`src/rtl/operand_sequencer_if.sv`:
```
// operand_sequencer_if: element stream in, 4-tap operand set out.
//   in_valid/in_ready/in_r/in_i : element stream, one complex element per beat
//   a1k_r/a1k_i                 : row op_row of A, k = 1..4
//   bk1_r/bk1_i                 : column op_col of B, k = 1..4
//   op_valid/op_ready           : operand set handshake
//   op_row/op_col/op_last       : index of the current set, last = (3,3)
//   mat_done                    : pulse after the final set is taken
//   master = sequencer side, slave = producer/consumer side
interface operand_sequencer_if #(
   parameter int DATA_WIDTH = 16
);
   logic                  in_valid;
   logic                  in_ready;
   logic [DATA_WIDTH-1:0] in_r;
   logic [DATA_WIDTH-1:0] in_i;
   logic [DATA_WIDTH-1:0] a11_r, a12_r, a13_r, a14_r;
   logic [DATA_WIDTH-1:0] a11_i, a12_i, a13_i, a14_i;
   logic [DATA_WIDTH-1:0] b11_r, b21_r, b31_r, b41_r;
   logic [DATA_WIDTH-1:0] b11_i, b21_i, b31_i, b41_i;
   logic                  op_valid;
   logic                  op_ready;
   logic [1:0]            op_row;
   logic [1:0]            op_col;
   logic                  op_last;
   logic                  mat_done;
   modport master (
      input  in_valid, in_r, in_i, op_ready,
      output in_ready,
      output a11_r, a12_r, a13_r, a14_r, a11_i, a12_i, a13_i, a14_i,
      output b11_r, b21_r, b31_r, b41_r, b11_i, b21_i, b31_i, b41_i,
      output op_valid, op_row, op_col, op_last, mat_done
   );
   modport slave (
      output in_valid, in_r, in_i, op_ready,
      input  in_ready,
      input  a11_r, a12_r, a13_r, a14_r, a11_i, a12_i, a13_i, a14_i,
      input  b11_r, b21_r, b31_r, b41_r, b11_i, b21_i, b31_i, b41_i,
      input  op_valid, op_row, op_col, op_last, mat_done
   );
endinterface

```
`src/rtl/operand_sequencer.sv`:
```
// operand_sequencer: buffers two 4x4 complex matrices and issues the 16 row/column operand sets.
//   clk  : rising-edge clock
//   rst  : synchronous active-high reset
//   bus  : operand_sequencer_if.master (element stream in, operand sets out)
module operand_sequencer #(
   parameter int INTEGER_SIZE = 6,
   parameter int FRACT_SIZE   = 10,
   parameter int DATA_WIDTH   = INTEGER_SIZE + FRACT_SIZE
) (
   input  logic                clk,
   input  logic                rst,
   operand_sequencer_if.master bus
);
   typedef enum logic [1:0] {LOAD_A, LOAD_B, ISSUE} state_t;
   state_t                state_q, state_d;
   logic [3:0]            ld_cnt_q, ld_cnt_d;
   logic [3:0]            is_cnt_q, is_cnt_d;
   logic                  mat_done_q, mat_done_d;
   logic                  in_fire;
   logic                  op_fire;
   logic                  issue;
   logic [1:0]            row, col;
   logic [DATA_WIDTH-1:0] a_r [4][4];
   logic [DATA_WIDTH-1:0] a_i [4][4];
   logic [DATA_WIDTH-1:0] b_r [4][4];
   logic [DATA_WIDTH-1:0] b_i [4][4];

   always_ff @(posedge clk) begin
      if (rst) begin
         state_q    <= LOAD_A;
         ld_cnt_q   <= '0;
         is_cnt_q   <= '0;
         mat_done_q <= 1'b0;
      end else begin
         state_q    <= state_d;
         ld_cnt_q   <= ld_cnt_d;
         is_cnt_q   <= is_cnt_d;
         mat_done_q <= mat_done_d;
      end
   end

   // in_ready is forced low combinationally while rst is asserted.
   always_comb begin
      state_d      = state_q;
      ld_cnt_d     = ld_cnt_q;
      is_cnt_d     = is_cnt_q;
      mat_done_d   = 1'b0;
      bus.in_ready = 1'b0;
      bus.op_valid = 1'b0;
      case (state_q)
         LOAD_A: begin
            bus.in_ready = ~rst;
            if (bus.in_valid & ~rst) begin
               ld_cnt_d = ld_cnt_q + 4'd1;
               state_d  = ld_cnt_q == 4'd15 ? LOAD_B : LOAD_A;
            end
         end
         LOAD_B: begin
            bus.in_ready = ~rst;
            if (bus.in_valid & ~rst) begin
               ld_cnt_d = ld_cnt_q + 4'd1;
               state_d  = ld_cnt_q == 4'd15 ? ISSUE : LOAD_B;
               is_cnt_d = '0;
            end
         end
         ISSUE: begin
            bus.op_valid = 1'b1;
            if (bus.op_ready) begin
               is_cnt_d   = is_cnt_q + 4'd1;
               mat_done_d = is_cnt_q == 4'd15;
               state_d    = is_cnt_q == 4'd15 ? LOAD_A : ISSUE;
            end
         end
         default: state_d = LOAD_A;
      endcase
   end

   assign in_fire = bus.in_valid & bus.in_ready;
   assign op_fire = bus.op_valid & bus.op_ready;

   // ld_cnt is the row-major element index within the matrix being loaded.
   always_ff @(posedge clk) begin
      if (rst) begin
         for (int i = 0; i < 4; i++) begin
            for (int j = 0; j < 4; j++) begin
               a_r[i][j] <= '0;
               a_i[i][j] <= '0;
               b_r[i][j] <= '0;
               b_i[i][j] <= '0;
            end
         end
      end else if (in_fire && state_q == LOAD_A) begin
         a_r[ld_cnt_q[3:2]][ld_cnt_q[1:0]] <= bus.in_r;
         a_i[ld_cnt_q[3:2]][ld_cnt_q[1:0]] <= bus.in_i;
      end else if (in_fire && state_q == LOAD_B) begin
         b_r[ld_cnt_q[3:2]][ld_cnt_q[1:0]] <= bus.in_r;
         b_i[ld_cnt_q[3:2]][ld_cnt_q[1:0]] <= bus.in_i;
      end
   end

   // Operands are driven only while a set is offered so the consumer sees zeros between matrices.
   always_comb begin
      issue        = state_q == ISSUE;
      row          = is_cnt_q[3:2];
      col          = is_cnt_q[1:0];
      bus.op_row   = row;
      bus.op_col   = col;
      bus.op_last  = issue & (is_cnt_q == 4'd15);
      bus.mat_done = mat_done_q;
      bus.a11_r    = issue ? a_r[row][0] : '0;
      bus.a12_r    = issue ? a_r[row][1] : '0;
      bus.a13_r    = issue ? a_r[row][2] : '0;
      bus.a14_r    = issue ? a_r[row][3] : '0;
      bus.a11_i    = issue ? a_i[row][0] : '0;
      bus.a12_i    = issue ? a_i[row][1] : '0;
      bus.a13_i    = issue ? a_i[row][2] : '0;
      bus.a14_i    = issue ? a_i[row][3] : '0;
      bus.b11_r    = issue ? b_r[0][col] : '0;
      bus.b21_r    = issue ? b_r[1][col] : '0;
      bus.b31_r    = issue ? b_r[2][col] : '0;
      bus.b41_r    = issue ? b_r[3][col] : '0;
      bus.b11_i    = issue ? b_i[0][col] : '0;
      bus.b21_i    = issue ? b_i[1][col] : '0;
      bus.b31_i    = issue ? b_i[2][col] : '0;
      bus.b41_i    = issue ? b_i[3][col] : '0;
   end

   logic unused_fire;
   assign unused_fire = op_fire;
endmodule

```
`src/flat_wrapper.sv`:
```
// flat-port wrapper written by rule: the top's interface ports become plain ports
module operand_sequencer_flat 
#(
   parameter int INTEGER_SIZE = 6,
   parameter int FRACT_SIZE   = 10,
   parameter int DATA_WIDTH   = INTEGER_SIZE + FRACT_SIZE
)
  (clk, rst, bus_in_valid, bus_in_r, bus_in_i, bus_op_ready, bus_in_ready, bus_a11_r, bus_a12_r, bus_a13_r, bus_a14_r, bus_a11_i, bus_a12_i, bus_a13_i, bus_a14_i, bus_b11_r, bus_b21_r, bus_b31_r, bus_b41_r, bus_b11_i, bus_b21_i, bus_b31_i, bus_b41_i, bus_op_valid, bus_op_row, bus_op_col, bus_op_last, bus_mat_done);
  operand_sequencer_if #(.DATA_WIDTH(DATA_WIDTH)) bus_i ();
  input  logic clk;
  input  logic rst;
  input wire logic [$bits(bus_i.in_valid)-1:0] bus_in_valid;
  input wire logic [$bits(bus_i.in_r)-1:0] bus_in_r;
  input wire logic [$bits(bus_i.in_i)-1:0] bus_in_i;
  input wire logic [$bits(bus_i.op_ready)-1:0] bus_op_ready;
  output wire logic [$bits(bus_i.in_ready)-1:0] bus_in_ready;
  output wire logic [$bits(bus_i.a11_r)-1:0] bus_a11_r;
  output wire logic [$bits(bus_i.a12_r)-1:0] bus_a12_r;
  output wire logic [$bits(bus_i.a13_r)-1:0] bus_a13_r;
  output wire logic [$bits(bus_i.a14_r)-1:0] bus_a14_r;
  output wire logic [$bits(bus_i.a11_i)-1:0] bus_a11_i;
  output wire logic [$bits(bus_i.a12_i)-1:0] bus_a12_i;
  output wire logic [$bits(bus_i.a13_i)-1:0] bus_a13_i;
  output wire logic [$bits(bus_i.a14_i)-1:0] bus_a14_i;
  output wire logic [$bits(bus_i.b11_r)-1:0] bus_b11_r;
  output wire logic [$bits(bus_i.b21_r)-1:0] bus_b21_r;
  output wire logic [$bits(bus_i.b31_r)-1:0] bus_b31_r;
  output wire logic [$bits(bus_i.b41_r)-1:0] bus_b41_r;
  output wire logic [$bits(bus_i.b11_i)-1:0] bus_b11_i;
  output wire logic [$bits(bus_i.b21_i)-1:0] bus_b21_i;
  output wire logic [$bits(bus_i.b31_i)-1:0] bus_b31_i;
  output wire logic [$bits(bus_i.b41_i)-1:0] bus_b41_i;
  output wire logic [$bits(bus_i.op_valid)-1:0] bus_op_valid;
  output wire logic [$bits(bus_i.op_row)-1:0] bus_op_row;
  output wire logic [$bits(bus_i.op_col)-1:0] bus_op_col;
  output wire logic [$bits(bus_i.op_last)-1:0] bus_op_last;
  output wire logic [$bits(bus_i.mat_done)-1:0] bus_mat_done;
  assign bus_i.in_valid = bus_in_valid;
  assign bus_i.in_r = bus_in_r;
  assign bus_i.in_i = bus_in_i;
  assign bus_i.op_ready = bus_op_ready;
  assign bus_in_ready = bus_i.in_ready;
  assign bus_a11_r = bus_i.a11_r;
  assign bus_a12_r = bus_i.a12_r;
  assign bus_a13_r = bus_i.a13_r;
  assign bus_a14_r = bus_i.a14_r;
  assign bus_a11_i = bus_i.a11_i;
  assign bus_a12_i = bus_i.a12_i;
  assign bus_a13_i = bus_i.a13_i;
  assign bus_a14_i = bus_i.a14_i;
  assign bus_b11_r = bus_i.b11_r;
  assign bus_b21_r = bus_i.b21_r;
  assign bus_b31_r = bus_i.b31_r;
  assign bus_b41_r = bus_i.b41_r;
  assign bus_b11_i = bus_i.b11_i;
  assign bus_b21_i = bus_i.b21_i;
  assign bus_b31_i = bus_i.b31_i;
  assign bus_b41_i = bus_i.b41_i;
  assign bus_op_valid = bus_i.op_valid;
  assign bus_op_row = bus_i.op_row;
  assign bus_op_col = bus_i.op_col;
  assign bus_op_last = bus_i.op_last;
  assign bus_mat_done = bus_i.mat_done;
  operand_sequencer #(.INTEGER_SIZE(INTEGER_SIZE), .FRACT_SIZE(FRACT_SIZE), .DATA_WIDTH(DATA_WIDTH)) u_core (.clk(clk), .rst(rst), .bus(bus_i));
endmodule
```
`config.mk`:
```
export PLATFORM = sky130hd
export DESIGN_NAME = operand_sequencer_flat
export DESIGN_NICKNAME = d
export VERILOG_FILES = /design/src/rtl/operand_sequencer_if.sv /design/src/rtl/operand_sequencer.sv /design/src/flat_wrapper.sv
export SDC_FILE = /design/constraint.sdc
export NUM_CORES = 1
export LEC_CHECK = 0
export CORE_MARGIN = 2
export CORE_UTILIZATION = 50
export CTS_BUF_LIST = sky130_fd_sc_hd__clkbuf_16
export CTS_CLUSTER_SIZE = 12
export DETAILED_ROUTE_END_ITERATION = 8
export PLACE_DENSITY = 0.72
export SLEW_MARGIN = 20
export SYNTH_ARGS = -nofsm -noshare
export SYNTH_HDL_FRONTEND = slang
export SYNTH_SLANG_ARGS = --single-unit
```
`constraint.sdc`:
```
create_clock -name clk -period 2.7 [get_ports clk]
set_input_delay 0.81 -clock clk [delete_from_list [all_inputs] [get_ports clk]]
set_output_delay 0.81 -clock clk [all_outputs]
set_load 0.005 [all_outputs]
```
==> summary.md, run 1 <==
| Metric | Value |
|---|---|
| Status | finished with violations |
| Violated checks | setup timing |
| Fmax | 0.2924 GHz |
| Layout cells sized above 1 | 26.97% |
| Mean Syn Cell Area | 14.75 um2 |
| Routability congestion estimate from global placement | 0.9158 |
| Slew Limit Fails | 0 |
| Prevailing post-synth register cell | edfxtp_1 |
| R2r endpoint | u_core.a_i[3][11] |
| Vias in the first global route | 28360 |
| Top Layer Used | met5 |
| RSZ-0062 raised after global routing | yes |
| Mapped Area | 44590 um2 |
| Reg2reg start | u_core.ld_cnt_q[0] |
| Initial Util | 50.45% |
| HPWL after detailed placement | 87370 um |
| Final wirelength | 134500 um |
| PortBufs | 299 |
| Cells after synthesis | 3024 |
| Met1 WL | 50630 um |
| Clock Latency Late Sink | 0.67 ns |
| Drt initial violations | 4301 |
| Reg-to-reg slack, setup | 0.52 ns |
| FFs w/ async S/R, synth | 0% |
| Worst setup path category | reg -> out |
| Root buffer cell | clkbuf_16 |
| Design Area, Final | 55900 um2 |
| Initial antenna violation count | 6 |
| IO Count | 300 |
| Drt first pass iters | 6 |
| Num CTS Buffers | 101 |
| Die Ht | 302.6 um |
| Fin nets | 3574 |
| Setup ws final | -0.7202 ns |
| CP Launch Point | u_core.is_cnt_q[0] |
| Detailed-route via count | 28910 |
| GRT Overall Usage | 28.48% |
| Rows | 109 |
| CTS max path bufs | 3 |
| Worst hold path type | reg -> reg |
| Startpoint Class | flip-flop |
| Maximum VDD drop | 0.4699 mV |
| Hold Buf Count CTS | 0 |
| CTS tree | built |
| Post-DR vias/cell | 6.082 |
| Pleak | 21.15 nW |
| Worst Setup EP | bus_b21_i[4] |
| Arrival @ worst endpoint | 2.61 ns |
| Setup crit end kind | output port |
| Slew headroom | 56.82% |
| DIE WIDTH | 302.6 um |
| Register bit total from synthesis | 1037 |
| DRC violations left | 0 |
| MaxCap Viol Count | 0 |
| Final hold violations | 0 |
| Req. time, crit path | 1.89 ns |
| Critical Path Fanout Max | 15 |
| Clock sinks | 1037 |
| Area delta synth->final | 25.37% |
| Min cycle time layout | 3.420 ns |
| Area of the core | 88370 um2 |
| WL met2 | 62490 um |
| Final ANT Viol Nets | 0 |
| R2R depth | 5 |
| Area after DPL | 50840 um2 |
| Largest net degree at the start of global routing | 89 |
| Power per Cell Area | 583.7 nW/um2 |
| Clock-pin slew on the worst setup and hold paths | 0.06 ns |
| Routed wl met3 | 16930 um |
| Global-route wire length before repair | 188600 um |
| Grt ovf | 0 |
| CTS H-tree depth | 3 |
| Yosys warning count | 0 |
| Synthesized Nets | 3065 |
| Total power draw | 32.63 mW |
| Die Area | 91580 um2 |
| Seq/Total Area, Yosys | 69.55% |
| EDFF count, synth | 1024 |
| Final Cycle Share | 126.7% |
| Endpoints failing setup | 258 |
| Yosys cell types | 34 |
| Worst Clk Skew | 0.02377 ns |
| WHS | 0.5710 ns |
| Worst slew pin tran | 0.6428 ns |
| Routed len/inst | 28.30 um |
[routing by layer]
metal	vias to the layer above	GRT usage, %
met2	2106	43.11
li1	11900	-
met5	-	0
met1	14670	40.95
met3	227	7.039
met4	4	9.453
[cells by family after synthesis]
| logic type | count (synthesis) | share of synthesized area, % |
|---|---|---|
| buffers and inverters | 224 | 2.335 |
| flip-flops | 1037 | 69.55 |
| AO/OA/AOI/OAI | 34 | 0.5612 |
| XOR/XNOR | 4 | 0.07858 |
| multiplexers | 258 | 12.98 |
| adder cells (fa/ha/maj) | 5 | 0.1403 |
| AND/OR/NAND/NOR | 1462 | 14.36 |
[worst max-delay path: stages, from the launching register on]
cell and delay, ns:
dfxtp_4 0.40, buf_12 0.19, buf_12 0.19, mux4_2 0.52, and2_1 0.18, clkdlybuf4s50_1 0.44
[cells in the final DEF (no fill, tap or decap), drive strengths merged]
master,n
nand2,128
a211oi,1
nand4b,1
o21ai,1
or3,1
nand3,12
mux4,256
clkdlybuf4s15,9
nor2,969
xnor2,1
dfxtp,13
and4bb,1
ha,5
mux2i,1
dlymetal6s2s,84
nor2b,6
and3,9
a21oi,1
clkdlybuf4s50,94
nor4,1
clkbuf,180
xor2,3
buf,363
nand4,3
or2,2
and2,321
nor3,3
edfxtp,1024
bufinv,2
mux2,1
inv,33
diode,3
nand2b,2
nand3b,3
clkinv,20
a21o,31
[Yosys cell counts, drive strengths merged, types with 2 or more instances]
| library cell | n | share of area [%] |
|---|---|---|
| nor3 | 3 | 0.034 |
| nand2b | 2 | 0.028 |
| dfxtp | 13 | 0.58 |
| nand2 | 128 | 1.1 |
| a21o | 31 | 0.52 |
| nor2 | 969 | 8.2 |
| buf | 143 | 1.7 |
| nand3 | 12 | 0.13 |
| mux4 | 256 | 13 |
| and2 | 321 | 4.5 |
| nor2b | 6 | 0.084 |
| ha | 5 | 0.14 |
| xor2 | 3 | 0.059 |
| edfxtp | 1024 | 69 |
| clkbuf | 78 | 0.66 |
| or2 | 2 | 0.028 |
| and3 | 9 | 0.13 |
| inv | 3 | 0.025 |
| nand3b | 3 | 0.051 |
| nand4 | 3 | 0.042 |
[repair_timing]
| item | CTS | global route |
|---|---|---|
| cloned | 5 | 9 |
| setup endpoints to repair | 261 | 261 |
| resized for setup | 305 | 430 |
| setup buffers | 48 | 112 |
| pin swaps | 30 | 68 |
[flip-flops by register name (all words and copies together), names as in the netlist, named ones only]
| register | count |
|---|---|
| u_core.a_i | 256 |
| u_core.a_r | 256 |
| u_core.b_i | 256 |
| u_core.b_r | 256 |
| u_core.is_cnt_q | 4 |
| u_core.ld_cnt_q | 4 |
| u_core.state_q | 2 |
| u_core.bus.mat_done | 1 |
[metrics by stage]
| stage | utilization (%) | std cells | setup WS [ns] | TNS [ns] |
|---|---|---|---|---|
| 6_report | 63.25 | 4753 | -0.7202 | -126.24 |
| 5_1_grt | 63.25 | 4753 | -0.7951 | -139.25 |
| 4_1_cts | 61.63 | 4645 | -0.7584 | -162.60 |
| 3_5_place_dp | 57.53 | 4437 | -0.1943 | -56.86 |
| 3_3_place_gp | 57.53 | 4437 | -0.1197 | -29.53 |
| 2_1_floorplan | - | 3024 | 0.1487 | 0 |
[worst min path at each step]
stage / startpoint / to / slack, ns / depth (start not counted)
after CTS: u_core.is_cnt_q[3] / u_core.bus.mat_done / 0.56 / 2
after detailed placement: u_core.is_cnt_q[3] / u_core.bus.mat_done / 0.54 / 2
final: u_core.ld_cnt_q[1] / u_core.ld_cnt_q[1] / 0.57 / 2
after floorplan: u_core.is_cnt_q[3] / u_core.bus.mat_done / 0.50 / 2
after global placement: u_core.is_cnt_q[3] / u_core.bus.mat_done / 0.52 / 2
after global routing: u_core.ld_cnt_q[1] / u_core.ld_cnt_q[1] / 0.59 / 2
[where the power goes]
part | leakage (nW) | internal, mW | switching [mW]
combinational | 8.95 | 0.492 | 0.983
clock | 1.51 | 6.98 | 5.77
sequential | 10.7 | 18.2 | 0.188
total | 21.1 | 25.7 | 6.94
[cell type report]
class | count | area, um2
Timing Repair Buffer | 627 | 7510
Sequential cell | 1037 | 31020
Inverter | 3 | 16.27
Clock buffer | 103 | 2577
Clock inverter | 52 | 290.3
Tap cell | 1165 | 1458
Antenna cell | 3 | 7.507
Fill cell | 6155 | 32470
Multi-Input combinational cell | 1763 | 13020
Power figures use the tool's default switching activity.
==> run 2: changes to the inputs <==
--- a/config.mk
+++ b/config.mk
@@ -11,6 +11,7 @@
 export CTS_CLUSTER_SIZE = 12
 export DETAILED_ROUTE_END_ITERATION = 8
 export PLACE_DENSITY = 0.72
+export SKIP_LAST_GASP = 1
 export SLEW_MARGIN = 20
 export SYNTH_ARGS = -nofsm -noshare
 export SYNTH_HDL_FRONTEND = slang
==> run 2 against run 1 <==
Effect of this change:
- the run still ends with setup timing left
- sequential share of layout area down 0.11 points
- worst hold slack better by 0.00074 ns
- die area unchanged
- critical path depth unchanged
- critical path type unchanged
- critical endpoint is now bus_b21_r[14]
==> summary.md, run 2 (synthesis gave the netlist of run 1 again) <==
| Metric | Value |
|---|---|
| Status | finished with violations |
| Violated checks | setup timing |
| Worst Clk Skew | 0.02695 ns (+0.003176 ns) |
| Drt first pass iters | 6 (unchanged) |
| Num CTS Buffers | 101 (unchanged) |
| Clock sinks | 1037 (unchanged) |
| Fin nets | 3579 (+0.14%) |
| Startpoint Class | flip-flop |
| Endpoints failing setup | 258 (unchanged) |
| Fmax | 0.2921 GHz (about the same) |
| Largest net degree at the start of global routing | 89 (unchanged) |
| Slew headroom | 57.44% (+0.62 points) |
| Setup crit end kind | output port |
| Drt initial violations | 4167 (-3.1%) |
| Setup ws final | -0.7230 ns (-0.002819 ns) |
| Final Cycle Share | 126.8% (about the same) |
| PortBufs | 299 (unchanged) |
| Slew Limit Fails | 0 (unchanged) |
| Post-DR vias/cell | 6.078 (about the same) |
| Most frequent CP cell | buf_12 |
| MaxCap Viol Count | 0 (unchanged) |
| Rows | 109 (unchanged) |
| Fill count | 6160 (+0.081%) |
| Routed len/inst | 28.32 um (about the same) |
| Critical Path Fanout Max | 15 (unchanged) |
| Total power draw | 32.67 mW (+0.11%) |
| Worst-path cell chain | buf_12 > buf_12 > mux4_2 > and2_1 > clkdlybuf4s50_1 |
| Min cycle time layout | 3.423 ns (+0.002819 ns) |
| Area delta synth->final | 25.61% |
| RSZ-0062 raised after global routing | yes |
| Reg2reg start | u_core.ld_cnt_q[0] |
| Final ANT Viol Nets | 0 (unchanged) |
| Maximum VDD drop | 0.4670 mV (-0.60%) |
| Design Area, Final | 56010 um2 (+0.19%) |
| Root buffer cell | clkbuf_16 |
| Commonest non-fill, non-tap cell in the layout | edfxtp_1 |
| Power per Cell Area | 583.2 nW/um2 (about the same) |
| GRT Overall Usage | 28.48% (about the same) |
| Initial Util | 50.45% (unchanged) |
| CTS max path bufs | 3 (unchanged) |
| WHS | 0.5717 ns (+0.0007400 ns) |
| Clock-pin slew on the worst setup and hold paths | 0.06 ns (about the same) |
| IO Count | 300 (unchanged) |
| Area of the core | 88370 um2 (unchanged) |
| Post-placement setup slack | -0.1943 ns (unchanged) |
| Layout cells sized above 1 | 24.82% (-2.2 points) |
| Hold wc startpoint | u_core.ld_cnt_q[1] |
| Initial antenna violation count | 8 (+2) |
| Detailed-route via count | 28930 (+0.066%) |
| Arrival @ worst endpoint | 2.61 ns (about the same) |
| Layout Cells excl Fill | 4759 (+0.13%) |
| Final wirelength | 134800 um (+0.20%) |
| Req. time, crit path | 1.89 ns (about the same) |
| Hold Buf Count CTS | 0 (unchanged) |
| Commonest non-fill, non-tap cells in the layout | edfxtp_1, nor2_1, mux4_2 |
| CP Launch Point | u_core.is_cnt_q[0] |
| DIE WIDTH | 302.6 um (unchanged) |
| CTS tree | built |
| Die Area | 91580 um2 (unchanged) |
| Vias in the first global route | 28360 (-0.014%) |
| HPWL after detailed placement | 87370 um (unchanged) |
| CTS H-tree depth | 3 (unchanged) |
| Die Ht | 302.6 um (unchanged) |
| DRC violations left | 0 (unchanged) |
| Global-route wire length before repair | 188500 um (about the same) |
| CP peak stage delay | 0.49 ns (-0.03 ns) |
| Util after Layout | 63.38% (+0.12 points) |
| Crit path max-delay cell type | mux4_2 |
| Worst hold path type | reg -> reg |
| Final hold violations | 0 (unchanged) |
| Grt ovf | 0 (unchanged) |
| Clock Latency Late Sink | 0.67 ns (about the same) |
| Worst setup path category | reg -> out |
| Routability congestion estimate from global placement | 0.9158 (unchanged) |
| Area after DPL | 50840 um2 (unchanged) |
| Final setup TNS | -141.89 ns (-15.64 ns) |
| Pleak | 21.27 nW (+0.58%) |
| Cell count after placement | 4437 (unchanged) |
| Worst slew pin tran | 0.6335 ns (-0.009283 ns) |
run 2: changes by cell type in the layout (fill, tap and decap cells not counted), sizes merged:
| cell | before | now |
|---|---|---|
| clkdlybuf4s15 | 9 | 0 |
| dlymetal6s2s | 84 | 96 |
| clkdlybuf4s50 | 94 | 137 |
| diode | 3 | 4 |
| buf | 363 | 354 |
| clkbuf | 180 | 148 |
run 2: power breakdown:
group / switching (mW) / total [mW] / internal (mW)
Clock: 5.80 / 12.8 / 6.98
Sequential: 0.188 / 18.4 / 18.2
Combinational: 0.986 / 1.48 / 0.492
run 2: repair_timing:
item	in CTS	in global routing
pin swaps	20	65
setup buffers	48	114
gates cloned	5	10
endpoints found under the hold margin	0	0
gates resized for setup	187	346
setup endpoints to repair	261	261
run 2: per-layer routing:
metal	global-route usage, %	part of all wire (%)	up-vias
met2	43.01	46	2096
met1	40.94	37	14660
met5	0	0.018	-
met4	9.653	3.6	4
met3	7.053	13	250
li1	-	-	11920
run 2: area by class of cell:
| type | instances | area, um2 | area share [%] |
|---|---|---|---|
| repair buffers | 632 | 7714 | 13.77 |
| well taps | 1165 | 1458 | 2.603 |
| clock buffers | 103 | 2577 | 4.602 |
| diodes | 4 | 10.01 | 0.01787 |
| flip-flops and latches | 1037 | 31020 | 55.39 |
| clock inverters | 52 | 290.3 | 0.5183 |
| inverters | 3 | 16.27 | 0.02904 |
| multi-input cells | 1763 | 12920 | 23.06 |
run 2: final timing paths:
| kind | to | slack [ns] | depth (start not counted) |
|---|---|---|---|
| setup / recovery | bus_b21_r[14] | -0.72 | 5 |
| hold / removal | u_core.ld_cnt_q[1] | 0.57 | 2 |
| setup reg to reg | u_core.a_i[3][11] | 0.52 | 5 |
| hold reg to reg | u_core.ld_cnt_q[1] | 0.57 | 2 |
run 2: worst max-delay path: cells and delay by family (launching register included):
| kind | cells | cell delay [ns] |
|---|---|---|
| buf+inv | 3 | 0.84 |
| mux | 1 | 0.49 |
| flops | 1 | 0.40 |
| simple gates | 1 | 0.20 |
